===== src/rtl/rf_dump.sv =====
// rf_dump: streams a range of register-file words out over a byte interface.
// Each register is sent as one header byte (its address) followed by its data
// bytes, most significant byte first. The range wraps through the top address
// when first_a > last_a. abort and reset drop the dump without a done pulse.
module rf_dump #(
   parameter int WIDTH     = 32,
   parameter int ADDR_SIZE = 4
) (
   input  logic                 clk,
   input  logic                 reset,
   input  logic                 start,
   input  logic                 abort,
   input  logic [ADDR_SIZE-1:0] first_a,
   input  logic [ADDR_SIZE-1:0] last_a,
   output logic [ADDR_SIZE-1:0] rt,
   input  logic [WIDTH-1:0]     dt,
   output logic [7:0]           tx_data,
   output logic                 tx_valid,
   input  logic                 tx_ready,
   output logic                 busy,
   output logic                 done
);

   localparam int NBYTES = WIDTH / 8;
   // Byte index runs 0 (header) .. NBYTES (last data byte).
   localparam int IDX_W  = $clog2(NBYTES + 1);

   typedef enum logic [1:0] {
      IDLE,
      LOAD,
      SEND
   } state_e;

   state_e               state_q, state_d;
   logic [ADDR_SIZE-1:0] rt_q, rt_d;
   logic [ADDR_SIZE-1:0] last_q, last_d;
   logic [WIDTH-1:0]     snap_q, snap_d;
   logic [IDX_W-1:0]     idx_q, idx_d;
   logic                 done_q, done_d;
   logic                 last_byte;

   assign last_byte = (idx_q == IDX_W'(NBYTES));

   // State and datapath registers; every register returns to zero on reset.
   always_ff @(posedge clk or negedge reset) begin
      if (!reset) begin
         state_q <= IDLE;
         rt_q    <= '0;
         last_q  <= '0;
         snap_q  <= '0;
         idx_q   <= '0;
         done_q  <= 1'b0;
      end else begin
         // NOTE: sequential state uses non-blocking assignments so every register
         // samples the pre-edge values computed by the combinational block.
         state_q <= state_d;
         rt_q    <= rt_d;
         last_q  <= last_d;
         snap_q  <= snap_d;
         idx_q   <= idx_d;
         done_q  <= done_d;
      end
   end

   // Next-state logic: abort wins, otherwise step through IDLE -> LOAD -> SEND.
   always_comb begin
      // NOTE: every variable gets a default before any branch so no latch is inferred.
      state_d = state_q;
      rt_d    = rt_q;
      last_d  = last_q;
      snap_d  = snap_q;
      idx_d   = idx_q;
      done_d  = 1'b0;

      if (abort) begin
         state_d = IDLE;
      end else begin
         unique case (state_q)
            IDLE: begin
               if (start) begin
                  rt_d    = first_a;
                  last_d  = last_a;
                  state_d = LOAD;
               end
            end
            LOAD: begin
               // dt is a combinational read of rt; freeze it for this register.
               snap_d  = dt;
               idx_d   = '0;
               state_d = SEND;
            end
            SEND: begin
               if (tx_ready) begin
                  if (last_byte) begin
                     if (rt_q == last_q) begin
                        state_d = IDLE;
                        done_d  = 1'b1;
                     end else begin
                        rt_d    = rt_q + ADDR_SIZE'(1);
                        state_d = LOAD;
                     end
                  end else begin
                     idx_d = idx_q + IDX_W'(1);
                     // The header does not consume snapshot bits; data bytes shift out.
                     if (idx_q != '0) begin
                        snap_d = snap_q << 8;
                     end
                  end
               end
            end
            default: state_d = IDLE;
         endcase
      end
   end

   // Outputs decode directly from registers, so they are stable during a stall.
   always_comb begin
      tx_valid = (state_q == SEND);
      tx_data  = 8'h00;
      if (tx_valid) begin
         tx_data = (idx_q == '0) ? 8'(rt_q) : snap_q[WIDTH-1 -: 8];
      end
      busy = (state_q != IDLE);
      done = done_q;
      rt   = rt_q;
   end

endmodule


===== config.mk =====
export PLATFORM = sky130hd
export DESIGN_NAME = rf_dump
export DESIGN_NICKNAME = d
export VERILOG_FILES = /design/src/rtl/rf_dump.sv
export SDC_FILE = /design/constraint.sdc
export NUM_CORES = 1
export LEC_CHECK = 0
export BUFFER_PORTS_ARGS = -buffer_cell sky130_fd_sc_hd__buf_2
export CELL_PAD_IN_SITES_DETAIL_PLACEMENT = 0
export CELL_PAD_IN_SITES_GLOBAL_PLACEMENT = 1
export CORE_ASPECT_RATIO = 0.5
export CORE_MARGIN = 8
export CORE_UTILIZATION = 42
export CTS_BUF_LIST = sky130_fd_sc_hd__clkbuf_4 sky130_fd_sc_hd__clkbuf_8
export DETAILED_ROUTE_END_ITERATION = 10
export GPL_TIMING_DRIVEN = 0
export PLACE_DENSITY = 0.79
export REMOVE_ABC_BUFFERS = 1
export SYNTH_ARGS = -nofsm -noshare
export SYNTH_HDL_FRONTEND = slang
export SYNTH_SLANG_ARGS = --single-unit

===== constraint.sdc =====
create_clock -name clk -period 2.6 [get_ports clk]
set_clock_uncertainty 0.2 [all_clocks]
set_input_delay 0 -clock clk [delete_from_list [all_inputs] [get_ports clk]]
set_output_delay 0 -clock clk [all_outputs]
set_load 0.01 [all_outputs]

-- Yosys cells after proc, flatten, opt, wreduce, memory -nomap -nowiden
Index checks and enable logic that the tools add are counted.
Widths: inputs -> output; s select.
- bits in latches: 0
- bits in registers: 46
- bits of input ports: 45
- output and inout port bits: 15
- bits in writable memories: 0
- memory bits (read-only): 0
- memories kept: 0
- word-level logic and storage cells: 58
- reduce and logical (&&, ||, !) cells: 11
- muxes and demuxes: 25
- $add $sub $neg: 2
- shift-type cells: 0
- bitwise logic cells: 1
- div/mod/pow operators: 0
- order comparisons: 0
- equal/unequal tests: 13
- $mul: 0
- operators by type and width (kind ; count):
    $mux 32 ; 3
    $pmux 32 s2 ; 1
    $mux 4 ; 4
    $mux 8 ; 2
    $mux 2 ; 4
    $pmux 4 s2 ; 1
    $mux 1 ; 6
    $mux 3 ; 2
    $ne 2x1->1 const B ; 3
    $ne 2x2->1 const B ; 3
    $ne 3x2->1 const B ; 2
    $pmux 2 s3 ; 1
    $pmux 3 s2 ; 1
    $reduce_and 3->1 ; 2
    $reduce_and 6->1 ; 1
    $reduce_bool 2->1 ; 3
    $reduce_and 5->1 ; 1
    $add 4x1->4 const B ; 1
    $eq 4x4->1 ; 1
    $reduce_and 4->1 ; 1
    $add 3x1->3 const B ; 1
    $eq 3x3->1 const B ; 1
    $logic_not 3->1 ; 1
    $ne 3x3->1 const B ; 1
    other kinds (5) ; 5

-- Longest topological paths before layout
- word-level depth: 6
- mapped depth: 9
- mapped depth without buffers: 7

-- Worst setup path after synthesis
Ideal clock, no wire load.
- path kind: register to register
- from: register state_q[0]
- to: register snap_q[6]
- setup time: 0.121 ns
- clock period less this slack: 1.974 ns
- stages on the path, launching flop included: 9
- required time: 2.279 ns
- slack: 0.626 ns
- buffers on the path: 3
- data arrival time: 1.653 ns
- cells stage by stage: dfrtp_1 -> inv_1 -> ha_1 -> buf_6 -> a21oi_4 -> nand3_2 -> buf_6 -> buf_6 -> a22o_1
- cells in the longest elaborated chain, start to end: 3
- elaborated cells between the ends (all ways): 8
- those cells by class: eq/ne (5); mux (1); reduce/logical (2)
- ends and longest elaborated chain (what ; line ; text):
    start, declared ; 34 ; state_e state_q, state_d;
    start signal, assigned ; 56 ; state_q <= state_d;
    $eq 2x2->1 * ; -- ;
    named net tx_valid ; 18 ; output logic tx_valid,
    $ne 2x1->1 (no line), or another cell as far along ; -- ;
    $reduce_and 5->1 (no line) ; -- ;
    end signal, assigned ; 59 ; snap_q <= snap_d;
    end, declared ; 37 ; logic [WIDTH-1:0] snap_q, snap_d;
The timed path passes the listed nets; every way through them passes the cells marked *.
A chain may end at the register's enable or synchronous reset.

-- Final worst setup path
- from: register state_q[0]
- to: register snap_q[4]
- cells in the longest elaborated chain, start to end: 3
- elaborated cells between the ends (all ways): 8
- those cells by class: eq/ne (5); mux (1); reduce/logical (2)
- ends and longest elaborated chain (what ; line ; text):
    $eq 2x2->1 / $eq 2x1->1 (equally long branches) ; 78 ; unique case (state_q)
    $ne 2x1->1 (no line), or another cell as far along ; -- ;
    $reduce_and 5->1 (no line) ; -- ;
Several ways; a longest one is shown, not always the timed one.

==> metrics.txt <==
Post-Syn Area=2470 um2; all-layer global routing usage=13.1%; Slew headroom=31.8%; Period minus WS final=2.42 ns; startpoint types=flop; fraction of layout cells with a size suffix above 1=25.4%; Setup Buffers After CTS=0; port buffer count=59; r2r worst-path depth=5; first-pass GRT wire length=9690 um; Least-Margin Pin Slew=1.02 ns; arrival time at the worst endpoint=2.41 ns; Critical Path Sink=snap_q[4]$_DFFE_PN0P_; kind of critical path=reg2reg; post-DP HPWL=3790 um; status=complete, no violations; area of the core=5560 um2; starting density of the core=44.3%; Wirelength per Cell=14.0 um; placed cell count=352; Final Cycle Share=93.0%; clock buffer depth=2; gr ovfl total=0; Routed WL=5650 um; Synth Warn #=0; Setup-failing EPs final=0; Syn Area/Cell=10.6 um2; fin nets=383; reg2reg end=snap_q[4]$_DFFE_PN0P_; Highest Clock Rate=0.414 GHz; post-layout util=59.9%; top cells by area, synth=dfrtp_1, mux2i_1, o21ai_0; post-synth cell types=40; crit path launch=state_q[0]$_DFFE_PN0P_; H-tree lvl count=2; sequential-to-total area share from yosys stat=46.7%; R2R setup slack=0.18 ns; Vias/cell=4.90; Leak=1.53 nW; RePlAce Congestion=0.744; dpl cell area=2790 um2; drt pass-1 iters=4; biggest area consumer among synthesized cells=dfrtp_1; WHS=0.00736 ns; # DRC=0; worst skew pair latency=0.30 ns; diode count=0; num rows=19; Top-Level Pins=60; TritonCTS Buffers=5; Hold WC Path Type=in2reg; Layout Cells excl Fill=404; Final Hold Viols=0; RSZ-0062 raised after global routing=false; Seq cells post-synth=46; PwrDens=922 nW/um2; CTS tree=yes; vias in the first global route=2172; RR Startpoint=state_q[0]$_DFFE_PN0P_; Clock Sinks=46; EDFF count, synth=0; die width=124 um; Max IR drop VDD=450 uV; Layout area overhead=35.1%; largest net degree at the start of global routing=57; initial antenna violation count=0; Final Instance Area=3330 um2; Yosys top cell area share=46.7%; Via Count=1981; fin worst setup slack=0.182 ns; Slew Limit Fails=0; Setup WS pre-CTS=-0.219 ns; CP max FO=56; Worst setup EP type=flop; Main synth FF type=dfrtp_1; Die Ht=70.2 um; Synth Instances=233; Clock transition at path regs=0.09 ns; final total power=3.07 mW; CTS root buf=clkbuf_8; post-route ant nets=0; Die ar.=8730 um2; Setup TNS=0 ns; FFs w/ async S/R, synth=100%; detailed router's first-iteration violation count=84; CP Data Required Time=2.59 ns; maxcap violations=0
cell usage after synthesis, types with 2 or more instances:
cell type,instances
nor3b_2,2
and4_1,2
xnor2_1,4
o21ai_0,27
and3_1,4
mux2i_1,29
buf_6,3
buf_2,7
mux2_2,4
nand3_1,4
o22ai_1,2
a21oi_1,4
nand2_2,2
a22o_1,10
nand2b_1,3
ha_1,8
clkbuf_1,3
inv_1,7
nor2_1,7
nand3b_1,2
nor3_1,4
dfrtp_1,46
nand2_1,27
nor2b_1,6
metal layers:
layer | track usage [%] | routed length (um) | vias up
met4 | 4.11 | 53 | 0
met1 | 14.1 | 2560 | 937
met2 | 24.8 | 2860 | 29
met5 | 0 | 0 | -
li1 | - | - | 1010
met3 | 3.24 | 176 | 5
layout by cell type (no fill, tap or decap), types with 3 or more instances in the layout:
| cell type | synthesis | final |
|---|---|---|
| xnor2_1 | 4 | 4 |
| nor2b_1 | 6 | 6 |
| dlygate4sd3_1 | 0 | 44 |
| and3_1 | 4 | 4 |
| nand2_1 | 27 | 27 |
| nand2b_1 | 3 | 3 |
| clkbuf_8 | 0 | 6 |
| o21ai_0 | 27 | 27 |
| dfrtp_1 | 46 | 46 |
| mux2_2 | 4 | 4 |
| buf_2 | 7 | 59 |
| a21oi_1 | 4 | 4 |
| inv_1 | 7 | 7 |
| nor3_1 | 4 | 4 |
| nand3_1 | 4 | 4 |
| mux2i_1 | 29 | 29 |
| ha_1 | 8 | 7 |
| nor2_1 | 7 | 7 |
| a22o_1 | 10 | 10 |
cell type report:
type	count	area (um2)
Clock buffer	6	82.6
Timing Repair Buffer	104	756
Clock inverter	2	12.5
Fill cell	493	2230
Inverter	7	26.3
Multi-Input combinational cell	166	1210
Sequential cell	46	1150
Tap cell	73	91.3
worst min path at each step:
stage | start | to | depth (start not counted)
6_report | start | last_q[1]$_DFFE_PN0P_ | 3
5_1_grt | start | last_q[1]$_DFFE_PN0P_ | 3
4_1_cts | start | last_q[1]$_DFFE_PN0P_ | 3
3_5_place_dp | first_a[1] | rt[1]$_DFFE_PN0P_ | 2
3_3_place_gp | dt[6] | snap_q[6]$_DFFE_PN0P_ | 2
2_1_floorplan | reset | done$_DFF_PN0_ | 0
flip-flops by register name (all words and copies together) (netlist names):
signal and cells:
done 1, idx_q 3, last_q 4, rt 4
snap_q 32, state_q 2
power breakdown:
part / switching, mW / total, mW / leakage [nW] / internal, mW
registers: 0.231 / 1.27 / 0.573 / 1.03
clock network: 0.254 / 0.468 / 0.0472 / 0.214
logic: 0.703 / 1.34 / 0.915 / 0.633
total: 1.19 / 3.07 / 1.53 / 1.88
timing repair:
item | CTS | global route
endpoints found under the setup margin | 32 | 0
hold buffers | 44 | 0
gates resized for setup | 1 | 0
endpoints found under the hold margin | 90 | 0
kinds of logic after synthesis:
group	Yosys count	share of synthesized area [%]
flops	46	46.7
compound gates	52	14.5
fa+ha+maj	8	4.06
simple gates	69	15.1
buf+inv	21	4.62
xor+xnor	4	1.42
mux	33	13.6
worst max-delay path, stage by stage (launching register included):
cell and delay, ns:
dfrtp_1 0.43, inv_1 0.10, ha_2 0.37, a21oi_4 0.34, nand3_4 0.45, a22o_1 0.39
No activity file was read; power rests on OpenSTA's default activity.
